[config.mk]
export PLATFORM = sky130hd
export DESIGN_NAME = nibble_serial_adder
export DESIGN_NICKNAME = d
export VERILOG_FILES = /design/src/rtl/nibble_serial_adder.sv
export SDC_FILE = /design/constraint.sdc
export NUM_CORES = 1
export LEC_CHECK = 0
export BUFFER_PORTS_ARGS = -buffer_cell sky130_fd_sc_hd__buf_2
export CORE_ASPECT_RATIO = 0.75
export CORE_MARGIN = 2
export CORE_UTILIZATION = 50
export DETAILED_ROUTE_END_ITERATION = 7
export GPL_ROUTABILITY_DRIVEN = 0
export GPL_TIMING_DRIVEN = 0
export PLACE_DENSITY = 0.75
export SYNTH_ARGS = -nofsm -noshare
export SYNTH_HDL_FRONTEND = slang
export SYNTH_SLANG_ARGS = --single-unit
[constraint.sdc]
create_clock -name clk -period 2.9 [get_ports clk]
set_input_delay 0.58 -clock clk [delete_from_list [all_inputs] [get_ports clk]]
set_output_delay 0.58 -clock clk [all_outputs]
set_load 0.005 [all_outputs]
[src/rtl/nibble_serial_adder.sv]
// nibble_serial_adder
//   Multi-nibble serial adder. Two W-bit operands (W = 4*NIBBLES) are taken in
//   through a valid/ready handshake. They are added one nibble per clock,
//   LSB first, by a 4-bit ripple adder (add4proc), with the carry chained
//   through a register. The assembled sum is then offered downstream through
//   a second valid/ready handshake.
//
//   Optional feature: define SERADD_OVF_EN to add the signed-overflow output ovf.
//
//   Ports
//     clk        in   clock, rising edge
//     rst_n      in   asynchronous active-low reset
//     in_valid   in   operands a/b/cin valid
//     in_ready   out  block can accept operands (IDLE only)
//     a, b       in   W-bit operands
//     cin        in   carry into nibble 0
//     out_valid  out  sum/cout (and ovf) valid
//     out_ready  in   downstream accepts result
//     sum        out  a + b + cin modulo 2^W
//     cout       out  carry out of the MSB nibble
//     ovf        out  two's-complement overflow (SERADD_OVF_EN only)

module add4proc (
  input  logic [3:0] a,
  input  logic [3:0] b,
  input  logic       cin,
  output logic [3:0] sum,
  output logic       cout
);
  assign {cout, sum} = {1'b0, a} + {1'b0, b} + {4'b0000, cin};
endmodule

// state | meaning
// ------+-----------------------------------------------------------
// IDLE  | in_ready high, waiting for operands
// RUN   | adding nibble r_idx; result handed out after last nibble
// DONE  | out_valid high, result held until out_ready
module nibble_serial_adder #(
  parameter int NIBBLES = 4
) (
  input  logic                 clk,
  input  logic                 rst_n,
  input  logic                 in_valid,
  output logic                 in_ready,
  input  logic [4*NIBBLES-1:0] a,
  input  logic [4*NIBBLES-1:0] b,
  input  logic                 cin,
  output logic                 out_valid,
  input  logic                 out_ready,
  output logic [4*NIBBLES-1:0] sum,
  output logic                 cout
`ifdef SERADD_OVF_EN
  ,
  output logic                 ovf
`endif
);

  localparam int W    = 4 * NIBBLES;
  localparam int IDXW = (NIBBLES > 1) ? $clog2(NIBBLES) : 1;
  localparam logic [IDXW-1:0] LAST_IDX = IDXW'(NIBBLES - 1);

  typedef enum logic [1:0] {
    S_IDLE = 2'd0,
    S_RUN  = 2'd1,
    S_DONE = 2'd2
  } state_t;

  state_t          r_state;
  logic [W-1:0]    r_a;
  logic [W-1:0]    r_b;
  logic            r_carry;
  logic [IDXW-1:0] r_idx;
  logic [W-1:0]    r_sum;
  logic            r_cout;
  logic            r_in_ready;
  logic            r_out_valid;
`ifdef SERADD_OVF_EN
  logic            r_ovf;
`endif

  logic [3:0] w_nib_a;
  logic [3:0] w_nib_b;
  logic [3:0] w_nib_sum;
  logic       w_nib_cout;

  // Constant-index mux keeps the nibble select free of width-mismatched
  // arithmetic on r_idx and works for any NIBBLES, power of two or not.
  always_comb begin
    w_nib_a = 4'h0;
    w_nib_b = 4'h0;
    for (int i = 0; i < NIBBLES; i++) begin
      if (r_idx == IDXW'(i)) begin
        w_nib_a = r_a[4*i +: 4];
        w_nib_b = r_b[4*i +: 4];
      end
    end
  end

  add4proc u_add4 (
    .a    (w_nib_a),
    .b    (w_nib_b),
    .cin  (r_carry),
    .sum  (w_nib_sum),
    .cout (w_nib_cout)
  );

  always_ff @(posedge clk or negedge rst_n) begin
    if (!rst_n) begin
      r_state     <= S_IDLE;
      r_a         <= '0;
      r_b         <= '0;
      r_carry     <= 1'b0;
      r_idx       <= '0;
      r_sum       <= '0;
      r_cout      <= 1'b0;
      r_in_ready  <= 1'b1;
      r_out_valid <= 1'b0;
`ifdef SERADD_OVF_EN
      r_ovf       <= 1'b0;
`endif
    end else begin
      case (r_state)
        S_IDLE: begin
          if (in_valid && r_in_ready) begin
            r_a        <= a;
            r_b        <= b;
            r_carry    <= cin;
            r_idx      <= '0;
            r_sum      <= '0;
            r_in_ready <= 1'b0;
            r_state    <= S_RUN;
          end
        end
        S_RUN: begin
          for (int i = 0; i < NIBBLES; i++) begin
            if (r_idx == IDXW'(i)) begin
              r_sum[4*i +: 4] <= w_nib_sum;
            end
          end
          r_carry <= w_nib_cout;
          if (r_idx == LAST_IDX) begin
            r_cout      <= w_nib_cout;
`ifdef SERADD_OVF_EN
            // w_nib_sum[3] is sum[W-1] on the last nibble.
            r_ovf       <= (r_a[W-1] == r_b[W-1]) && (w_nib_sum[3] != r_a[W-1]);
`endif
            r_out_valid <= 1'b1;
            r_state     <= S_DONE;
          end else begin
            r_idx <= r_idx + 1'b1;
          end
        end
        S_DONE: begin
          if (r_out_valid && out_ready) begin
            r_out_valid <= 1'b0;
            r_in_ready  <= 1'b1;
            r_state     <= S_IDLE;
          end
        end
        default: begin
          r_state     <= S_IDLE;
          r_in_ready  <= 1'b1;
          r_out_valid <= 1'b0;
        end
      endcase
    end
  end

  assign in_ready  = r_in_ready;
  assign out_valid = r_out_valid;
  assign sum       = r_sum;
  assign cout      = r_cout;
`ifdef SERADD_OVF_EN
  assign ovf       = r_ovf;
`endif

endmodule

==> results of run 1 <==
[logic make-up after synthesis]
group	Yosys count	share of synthesized area, %
buffers and inverters	26	4.75
flip-flops	56	54.3
AO/OA/AOI/OAI	65	15.1
adder cells (fa/ha/maj)	9	4.94
AND/OR/NAND/NOR	44	7.60
XOR/XNOR	2	0.678
multiplexers	29	12.6
[routing by layer]
layer / wire length (um) / up-vias / share of wire, %
li1: - / 936 / -
met1: 2690 / 909 / 51
met2: 2250 / 52 / 43
met3: 287 / 7 / 5.4
met4: 57 / 0 / 1.1
met5: 0 / - / 0
[final cells by class]
type                    count  area share, %
well taps                  60           2.41
clock inverters             3           1.49
inverters                  12           1.45
repair buffers             59           10.2
plain buffers              14           2.97
flip-flops and latches     56           45.0
clock buffers               5           2.21
multi-input cells         149           34.2
[critical path: cells and delay by family, from the launching register on]
kind	cells	cell delay, ns
buffers and inverters	2	0.50
DFF	1	0.42
xor gates and xnor gates	1	0.19
adders and majority gates	3	1.13
AOI/OAI and AO/OA	2	0.40
[sequential cells by signal, indices dropped and copies added, names as in the netlist]
| signal | flops |
|---|---|
| in_ready | 1 |
| r_carry | 1 |
| r_idx | 2 |
| cout | 1 |
| r_b | 16 |
| sum | 16 |
| out_valid | 1 |
| r_a | 16 |
| r_state | 2 |
[power by group through the flow]
| stage | Sequential (mW) | Combinational, mW | Clock [mW] |
|---|---|---|---|
| floorplan | 1.29 | 1.04 | 0 |
| detailed placement | 1.34 | 1.47 | 0 |
| CTS | 1.32 | 1.52 | 0.527 |
| global placement | 1.32 | 1.44 | 0 |
| finish | 1.31 | 1.65 | 0.519 |
| global route | 1.36 | 1.83 | 0.562 |
[stage by stage]
step	setup TNS (ns)	std cells
after floorplan	0	231
after CTS	0	354
after detailed placement	-1.52	346
final	0	358
after global routing	0	358
after global placement	-1.16	346
[placed cells by master (no fill, tap or decap), drive strengths merged, types with 2 or more instances in the layout]
master	n
a21oi	27
dfrtp	55
fa	2
nand2	33
o21ai	23
clkbuf	11
nor2	3
nor2b	2
buf	67
ha	7
mux2	29
a22o	2
nand3b	4
a22oi	3
a32o	8
inv	13
[Yosys cell counts]
library cell,number,share of area [%]
dfrtp_1,55,53
nand2_1,33,4.8
mux2_2,29,13
a21oi_1,27,5.2
o21ai_0,23,4.5
inv_1,12,1.7
a32o_1,8,3.1
clkbuf_1,7,1.0
ha_1,7,3.4
buf_4,4,1.2
nand3b_1,4,1.2
a22oi_1,3,0.87
a22o_1,2,0.68
buf_2,2,0.39
fa_1,2,1.5
nor2_1,2,0.29
nor2b_1,2,0.48
a211oi_2,1,0.48
a21o_1,1,0.29
buf_6,1,0.44
dfstp_2,1,1.0
nand2b_1,1,0.24
nor2_2,1,0.24
nor4bb_1,1,0.39
xnor2_1,1,0.34
xor2_1,1,0.34
[what timing repair did]
action                     4_1_cts  5_1_grt
setup endpoints to repair       14       11
buffers inserted                 0        3
pin swaps                        0        2
gates resized for setup          4       14
[path summary, 6_finish.rpt]
path | startpoint | depth (start not counted) | end | slack [ns]
min in group clk | a[9] | 3 | r_a[9] | 0.46
min reg2reg | in_ready | 2 | in_ready | 0.48
max in group asynchronous | rst_n | 2 | r_b[1] | 2.08
max reg2reg | r_idx[0] | 8 | sum[2] | 0.16
max | r_idx[0] | 8 | sum[2] | 0.16
min | rst_n | 1 | sum[5] | 0.24
==> impl_summary.md, run 1 <==
Status
The flow ran to the end, and the final reports show no timing, DRC or antenna violations.

Drt
The number of remaining DRC errors is 0. Using the TritonRoute via totals, the vias-per-cell ratio works out to 5.32. Detailed routing inserted a total of 1,904 vias. The count of routing violations after the opening detailed-route iteration is 95. Wires add up to 5.29 mm. In the final routed layout, each cell accounts on average for 14.8 um. The detailed-router iteration count before antenna repair is 4.

The number of antenna-violating nets in the routed design is 0.

STA
The number of hold violations in the final report came to 0. The setup-violating endpoint count in the final report is 0. The slew at the pin closest to its max-slew limit is 0.567 ns. In the finished design, the share of the clock period the worst path needs comes to 94.4%. On the final layout, the worst hold slack is 0.242 ns.

In this run the tightest slew margin relative to its limit is 62.2%. For this run, the top clock speed supported by timing is 365 MHz. The post-layout minimum cycle time is 2.74 ns. The worst-case setup margin in the final layout is 0.163 ns. Clock skew on the completed layout was measured at 0.0114 ns.

The total count of max-transition violations in the final report is 0. Setup repair after global routing left no endpoint under its margin.

Placement
Input and output buffers added on the ports amount to 55. The worst setup slack after placement is -0.247 ns. Detailed placement ended at an HPWL of 3.88 mm. Once placement finished, the instance area stood at 2930 sq um.

Critical path
The type of the worst setup path is register to register. The worst setup path is captured at a register. The highest-delay cell along the critical path is fa_1. The signal on the critical path passes through ha_1 > clkbuf_2 > clkbuf_2 > a22oi_1 > fa_1 > fa_1 > xnor2_2 > a32o_1. The data required time of the worst path is 3.11 ns. The kind of start point of the critical path is a register. The highest cell delay on the worst timing path is 0.45 ns. For the worst setup path, the data arrival time is 2.95 ns.

Along the worst path, the maximum fanout reaches 10.

Floorplanning
The I/O pin count is 56. The floorplan die height is 66.3 um. The initialized floorplan defines 22 standard-cell rows. The die is 87.0 um wide. The full die area is 5760 sq um. The core region is 4930 sq um. The starting utilization of the core area is 52.4%.

Finish
The number of antenna diodes in the final layout is 0. From synthesis to final layout, the design area changed by 20.5%. The fill cell instance count of the final layout is 420. In the final design database the tool counted 343 nets. Once layout is complete, the utilization of the core stands at 63.2%. The share of final-layout standard cells stronger than drive strength 1 is 38.3%. Summing all non-filler instances in the final layout gives an area of 3110 sq um. The area of combinational cells with multiple inputs is 1070 sq um. Registers take 1400 sq um.

Global routing
The global routing met3 resource utilization is 4.99%. The first-pass GRT wire length is 8.89 mm. The number of global-route vias before repair is 1,867. The aggregate global routing overflow is 0. The met1 global-route usage is 29.0%. The maximum number of pins on one net before global-route repair is 57. The busiest layer in global routing is met2. The global routing usage on met2 is 30.3%.

Across every metal layer, demand over resource in global routing totals 20.1%. The number of antenna violations at the first check in global routing was 0.

Clocking
Clock latency on the worst-skew pair, taken at its later pin, is 0.31 ns. The tree is rooted in a clkbuf_8. The maximum clock path buffer count is 2. The clock buffer count from CTS is 5. TritonCTS built the clock tree. The count of hold-fix buffers inserted at cts is 0. The number of H-tree levels is 2.

The register clock-pin slew on the reported worst setup and hold paths is 0.10 ns. Clock tree synthesis found a total of 56 sinks.

Pwr
The power spent charging and discharging nets is 1.32 mW. Net switching is 37.9% of the power. Across the VDD grid, the largest voltage drop is 0.000471 V. After layout, the design draws a total of 3.48 mW.

The share of power burned in combinational logic is 47.3%. The total power divided by cell area is 1120 nW/um^2. The cell internal power dissipation is 2.16 mW. The share of total power dissipated in the clock network is 14.9%. Sequential cells account for 37.7% of the total power.

The static leakage is 1.55 nW.

Logic synthesis
Summing the sequential cell areas from Yosys gives 54.3% of the chip area. The count of different cell masters after synthesis is 26. The cell area after technology mapping is 2580 sq um. Averaged over all synthesized cells, the footprint is 11.2 sq um.

The flip-flop and latch count after synthesis is 56. Counting every net in the synthesized netlist gives 277. The number of warnings reported in the yosys synthesis log is 0.

The instance count of the mapped netlist is 231.

Hold path
In this run the worst hold path is classified as input port to async pin.

Flow run
Across the run, the number of max-cap violations was 0.
Power figures use the tool's default switching activity.
==> run 2: changes to the inputs <==
--- a/config.mk
+++ b/config.mk
@@ -6,7 +6,6 @@
 export NUM_CORES = 1
 export LEC_CHECK = 0
 export BUFFER_PORTS_ARGS = -buffer_cell sky130_fd_sc_hd__buf_2
-export CORE_ASPECT_RATIO = 0.75
 export CORE_MARGIN = 2
 export CORE_UTILIZATION = 50
 export DETAILED_ROUTE_END_ITERATION = 7
==> run 2 against run 1 <==
Compared with the run above:
- largest cell class unchanged
- hold slack gained 0.22 ns
- wire length grew 0.93%
- first-iteration DRC count grew 34%
- largest power group unchanged
- via count grew 1.2%
- combinational power is essentially flat
==> impl_summary.md, run 2 (same netlist as run 1, synthesis figures left out) <==
Floorplanning
The chip width is 75.9 um (-13%). The number of core rows came to 26 (+18%). The starting utilization of the core area came to 51.2% (-1.2 points). The core region area is 5040 sq um (+2.3%). The floorplan die height is 75.9 um (+15%). The I/O pin count was 56 (unchanged).

The full die area came to 5760 sq um (-0.10%).

Critical path
Traced cell by cell, the critical path runs through inv_1 > ha_1 > clkbuf_4 > nand2_1 > o21ai_1 > a22oi_1 > fa_1 > fa_1 > xnor2_2 > a32o_1. The kind of start point of the critical path is a register. STA classifies the critical path endpoint as a register.

The worst reg-to-reg setup slack is 0.12 ns (-0.04 ns). The type of the worst setup path is register to register. The timing startpoint of the critical path is r_idx[0]. The highest net fanout along the worst path came to 10 (unchanged).

The most numerous cell type found on the critical path is fa_1. The highest-delay cell along the critical path is fa_1. In this run the critical register-to-register path is launched from r_idx[0]. The data required time of the worst path came to 3.11 ns (about the same).

The arrival time at the worst endpoint came to 2.99 ns (+0.04 ns). The highest cell delay on the worst timing path was 0.45 ns (about the same).

Placement
The HPWL after detailed placement is 3.85 mm (-0.77%). The worst setup slack after placement was -0.316 ns (-0.0689 ns). The number of buffers added on ports was 55 (unchanged). The placement-stage cell area is 2950 sq um (+0.43%).

The number of placed instances with taps included is 356 (+2.9%).

Finish
The share of final-layout standard cells stronger than drive strength 1 is 38.4% (+0.13 points). The antenna diode count was 0 (unchanged). Relative to the synthesized area, the layout overhead comes to 20.4%.

The top cell types in the final layout, fill and taps aside, are buf_2, dfrtp_1, nand2_1, mux2_2, a21oi_1. The core utilization of the finished layout is 61.7% (-1.5 points). The post-layout instance area is 3110 sq um (-0.12%).

The library cell used most frequently in the layout, excluding fill and tap cells, is buf_2. The fill cell instance count of the final layout is 429 (+2.1%). The non-filler instance count after layout is 367 (+2.5%). The number of nets in the layout is 342 (-0.29%).

STA
The period utilization came to 95.9% (+1.5 points). The worst clock skew on the final layout is 0.0176 ns (+0.00621 ns). The slew at the pin closest to its max-slew limit was 1.21 ns (+0.647 ns). The number of hold violations in the final report is 0 (unchanged). The post-layout minimum cycle time is 2.78 ns (+0.0435 ns).

The total count of max-transition violations in the final report is 0 (unchanged). The worst-case setup margin in the final layout is 0.119 ns (-0.0435 ns). Setup repair after global routing could not meet its margin everywhere. The worst max-slew margin expressed relative to the limit came to 19.0% (-43 points). The setup-violating endpoint count in the final report was 0 (unchanged). The highest clock frequency the design can meet is 360 MHz (-1.6%).

Drt
The via density per instance is 5.25 (-1.3%). The total length of routed wires was 5.34 mm (+0.93%). The number of antenna-violating nets in the routed design is 0 (unchanged). The detailed-router iteration count before antenna repair is 4 (unchanged). The total number of vias is 1,926 (+1.2%). The count of routing violations after the opening detailed-route iteration is 127 (+34%). The average routed wire per standard cell is 14.5 um (-1.5%). The number of remaining DRC errors came to 0 (unchanged).

Clocking
The clock root buffer master is clkbuf_8. The count of hold-fix buffers inserted at cts was 0 (unchanged). The worst-skew pair later-pin latency is 0.32 ns (about the same). The number of clock sinks is 56 (unchanged). TritonCTS built the clock tree. The clock buffer count from CTS is 5 (unchanged). The register clock-pin slew on the reported worst setup and hold paths came to 0.10 ns (about the same). The maximum clock path buffer count is 2 (unchanged).

The number of H-tree levels is 2 (unchanged).

Global routing
The first-pass GRT wire length is 8.39 mm (-5.7%). The busiest layer in global routing is met2. The number of global-route vias before repair was 1,781 (-4.6%).

The aggregate global routing overflow is 0 (unchanged). The global routing met3 resource utilization is 4.23% (-0.76 points). The met1 global-route usage is 27.7% (-1.3 points). The number of antenna violations at the first check in global routing came to 0 (unchanged). The global routing usage on met2 is 31.4% (+1.1 points). The global-route usage over all layers is 19.9% (-0.29 points).

The maximum number of pins on one net before global-route repair is 57 (unchanged).

Status
The run finished with clean final reports.

Hold path
The class of the tightest hold or removal check is input port to register. The worst min-delay path startpoint is b[9].

Flow run
The reported max-cap violation count is 0 (unchanged).

Pwr
The total power divided by cell area is 1120 nW/um^2 (+0.44%). The worst supply voltage drop on vdd came to 0.000449 V (-4.7%). The static leakage is 1.54 nW (-0.60%).

The total power of the final layout is 3.49 mW (+0.32%).
[run 2: metrics by stage]
step | setup TNS, ns | hold slack (ns)
floorplan | 0 | 0.284
global placement | -0.840 | 0.459
detailed placement | -1.77 | 0.465
CTS | 0 | 0.471
global route | -0.0397 | 0.487
finish | 0 | 0.465
[run 2: metal layers]
metal | up-vias | share of wire, %
met4 | 0 | 1.2
met2 | 65 | 46
met5 | - | 0
met3 | 6 | 6.0
li1 | 933 | -
met1 | 922 | 47
[run 2: timing repair]
action,4_1_cts,5_1_grt
buffers inserted,0,3
gates resized for setup,5,14
pin swaps,0,1
setup endpoints to repair,14,10
[run 2: final timing paths]
path	end	depth (start not counted)
min reg2reg	in_ready	2
max in group asynchronous	r_carry	1
max	sum[10]	10
min in group asynchronous	sum[1]	1
max reg2reg	sum[10]	10
min	r_b[9]	3
[run 2: where the power goes]
| part | internal [mW] | switching [mW] |
|---|---|---|
| Combinational | 0.754 | 0.903 |
| Sequential | 1.13 | 0.184 |
| Clock | 0.261 | 0.265 |
| Total | 2.14 | 1.35 |
[run 2: final cells by class]
cell class / count / area (sq um) / area share [%]
repair buffers: 58 / 298 / 9.57
clock buffers: 5 / 68.8 / 2.21
well taps: 70 / 87.6 / 2.82
multi-input cells: 149 / 1070 / 34.5
flip-flops and latches: 56 / 1400 / 45.1
inverters: 12 / 45.0 / 1.45
clock inverters: 3 / 46.3 / 1.49
plain buffers: 14 / 88.8 / 2.86
[run 2: critical path, delay by kind of cell, from the launching register on]
family                     cells  cell delay, ns
AOI/OAI and AO/OA              3            0.54
xor gates and xnor gates       1            0.22
adders and majority gates      3            1.10
buffers and inverters          2            0.32
DFF                            1            0.43
and+or+nand+nor                1            0.07
==> run 3: changes to the inputs <==
--- a/config.mk
+++ b/config.mk
@@ -14,4 +14,5 @@
 export PLACE_DENSITY = 0.75
 export SYNTH_ARGS = -nofsm -noshare
 export SYNTH_HDL_FRONTEND = slang
+export SYNTH_HIERARCHICAL = 1
 export SYNTH_SLANG_ARGS = --single-unit
==> run 3 against run 2 <==
Compared with the run above:
- hold slack improved by 0.012 ns
- synthesized cell count fell by 13%
- synthesized area rose by 1.2%
- worst setup slack improved by 0.0025 ns
- critical path depth did not move
- maximum frequency barely moved
- global-route usage fell by 0.46 points
- register-to-register slack barely moved
- combinational power fell by 98%
- non-clock buffer count fell by 5
- cell count fell by 9.0%
==> impl_summary.md, run 3 <==
Status
The flow ran to the end, and the final reports show no timing, DRC or antenna violations.

STA
The number of hold violations in the final report came to 0 (unchanged). The highest clock frequency the design can meet is 360 MHz (about the same). Setup repair after global routing left no endpoint under its margin. The post-layout minimum cycle time was 2.78 ns (-0.00248 ns). The setup-violating endpoint count in the final report came to 0 (unchanged).

The slew at the pin closest to its max-slew limit is 1.20 ns (-0.0144 ns). The total count of max-transition violations in the final report is 0 (unchanged). The worst max-slew margin expressed relative to the limit came to 20.0% (+0.96 points). The worst clock skew on the final layout is 0.00615 ns (-0.0114 ns).

The period utilization was 95.8% (about the same).

Hold path
In this run the most critical hold path is launched from a[10]. The class of the tightest hold or removal check is input port to register.

Placement
The number of buffers added on ports is 55 (unchanged). The number of placed instances with taps included came to 327 (-8.1%). The HPWL after detailed placement is 3.82 mm (-0.78%).

Drt
The count of routing violations after the opening detailed-route iteration came to 56 (-56%). The average routed wire per standard cell was 16.2 um (+11%). The number of remaining DRC errors came to 0 (unchanged). The total length of routed wires was 5.40 mm (+1.2%). The number of antenna-violating nets in the routed design is 0 (unchanged). The total number of vias is 1,819 (-5.6%). The via density per instance is 5.45 (+3.8%). The detailed-router iteration count before antenna repair is 4 (unchanged).

Finish
The share of final-layout standard cells stronger than drive strength 1 was 48.5% (+10 points). The core utilization of the finished layout is 62.5% (+0.86 points). The number of nets in the layout is 311 (-9.1%).

From synthesis to final layout, the design area changed by 21.4%. The antenna diode count came to 0 (unchanged). The non-filler instance count after layout was 334 (-9.0%).

The area of combinational cells with multiple inputs is 1170 sq um (+9.3%). Leaving out fill and tap cells, the most frequent cell in the layout is buf_2. The fill cell instance count of the final layout came to 416 (-3.0%). Leaving out fill and tap cells, the most frequent cells in the layout are buf_2, dfrtp_1, mux2_2, a22o_1, nand2_1. The area used by sequential logic in the layout came to 1400 sq um (unchanged).

Clocking
The clock buffer count from CTS is 5 (unchanged). The maximum clock path buffer count came to 2 (unchanged). The number of H-tree levels came to 2 (unchanged). The count of hold-fix buffers inserted at cts came to 0 (unchanged). The number of clock sinks came to 56 (unchanged). The register clock-pin slew on the reported worst setup and hold paths is 0.09 ns (about the same). The worst-skew pair later-pin latency is 0.30 ns (-0.02 ns). The clock root buffer master is clkbuf_8.

The CTS tree is built.

Critical path
The arrival time at the worst endpoint is 2.97 ns (-0.02 ns). The critical path capture point type is a register. In this run the worst setup path begins at r_idx[0]. The highest net fanout along the worst path is 7 (-3). The worst reg-to-reg setup slack is 0.12 ns (about the same). The kind of start point of the critical path is a register. The data required time of the worst path came to 3.09 ns (-0.02 ns). The worst register-to-register path begins at r_idx[0]. The type of the worst setup path is register to register.

Flow run
The reported max-cap violation count came to 0 (unchanged).

Global routing
The aggregate global routing overflow was 0 (unchanged). The maximum number of pins on one net before global-route repair came to 57 (unchanged). The number of antenna violations at the first check in global routing is 0 (unchanged). The number of global-route vias before repair is 1,803 (+1.2%). The first-pass GRT wire length is 8.92 mm (+6.3%).

The global-route usage over all layers came to 19.4% (-0.46 points).

Logic synthesis
The net count after synthesis came to 248 (-10%). The mean instance size in the synthesized netlist is 12.9 sq um (+16%). The cell area after technology mapping is 2620 sq um (+1.2%). The number of enable flip-flop cells after synthesis is 0 (unchanged). The fraction of post-synthesis cell area in the top cell type by area came to 52.6% (-0.64 points). Sorting the synthesized cells by how often they occur yields dfrtp_1, mux2_2, a22o_1.

The proportion of synthesized chip area in sequential cells is 53.6% (-0.65 points). The instance count of the mapped netlist is 202 (-13%). dfrtp_1 takes more of the synthesized area than any other cell. The count of different cell masters after synthesis came to 34 (+31%). By instance count, the leading cell after synthesis is dfrtp_1. The flip-flop cell with the highest count after synthesis is dfrtp_1. The number of warnings reported in the yosys synthesis log came to 6 (+6).

Ranked by total cell area, the synthesized netlist is headed by dfrtp_1, mux2_2, a22o_1. The share of flip-flops with an asynchronous set or reset is 100% (unchanged). The flip-flop and latch count after synthesis came to 56 (unchanged).

Floorplanning
The floorplan die height is 76.3 um (+0.57%). The starting utilization of the core area is 51.5% (+0.29 points). The core region area was 5070 sq um (+0.65%). The full die area came to 5820 sq um (+1.1%). The number of core rows came to 26 (unchanged).

The chip width was 76.3 um (+0.57%). The I/O pin count is 56 (unchanged).

Pwr
The static leakage is 1.64 nW (+6.7%). The worst supply voltage drop on vdd is 0.000314 V (-30%). The total power of the final layout is 1.30 mW (-63%).

The total power divided by cell area is 410 nW/um^2 (-64%).
[run 3: cell count changes in the layout (fill, tap and decap cells not counted), moves of 8 or more]
cell	delta
a21oi_1	-21
a22o_1	+15
a32o_1	-8
nand2_1	-21
o21ai_0	-17
[run 3: final cells by class]
type / instances / share of cell area [%]
inverters: 8 / 0.946
clock inverters: 1 / 0.946
repair buffers: 56 / 8.91
plain buffers: 11 / 3.11
well taps: 70 / 2.76
multi-input cells: 127 / 37.0
flip-flops and latches: 56 / 44.2
clock buffers: 5 / 2.17
[run 3: worst paths after layout]
kind,cells after the start,end
max,10,sum[13]
min,3,r_a[10]
max reg2reg,10,sum[13]
min reg2reg,2,in_ready
max in group asynchronous,1,r_b[7]
min in group asynchronous,1,r_a[15]
[run 3: stage by stage]
stage          hold WS, ns  area, sq um  setup TNS, ns  worst slack (ns)
6_report             0.478         3170              0             0.122
5_1_grt              0.492         3170              0            0.0386
4_1_cts              0.468         3110              0           0.00802
3_5_place_dp         0.478         2980          -3.08            -0.356
3_3_place_gp         0.467         2980          -2.47            -0.302
2_1_floorplan        0.284         2620              0             0.287
[run 3: power by group]
part / switching (mW) / internal (mW)
sequential: 0 / 0.780
clock: 0.232 / 0.248
combinational: 0.0221 / 0.0177
[run 3: cell families (layout without fill, tap and decap cells)]
kind of cell | Yosys count | count (layout) | synth area share [%]
DFF | 56 | 56 | 53.6
AOI/OAI and AO/OA | 47 | 47 | 13.9
buffers and inverters | 19 | 81 | 4.59
xor gates and xnor gates | 2 | 2 | 0.670
adders and majority gates | 9 | 9 | 4.88
and+or+nand+nor | 37 | 37 | 8.52
muxes | 32 | 32 | 13.8
[run 3: worst max-delay path, stage by stage (launching register included)]
cell      delay [ns]
dfrtp_1         0.42
inv_2           0.12
ha_2            0.22
nor2b_4         0.32
a221oi_2        0.10
o31ai_2         0.34
fa_2            0.27
inv_1           0.05
fa_2            0.51
inv_1           0.09
a22o_1          0.22
[run 3: repair_timing]
action | CTS | global route
hold endpoints to repair | 0 | 0
gates resized for setup | 10 | 16
pin swaps | 0 | 1
setup buffers | 0 | 1
setup endpoints to repair | 14 | 14
[run 3: routing by layer]
layer  track usage [%]  part of all wire (%)
met1              26.2                    46
met3              3.67                   3.3
met2              32.4                    49
met5                 0                     0
met4              5.09                   1.8
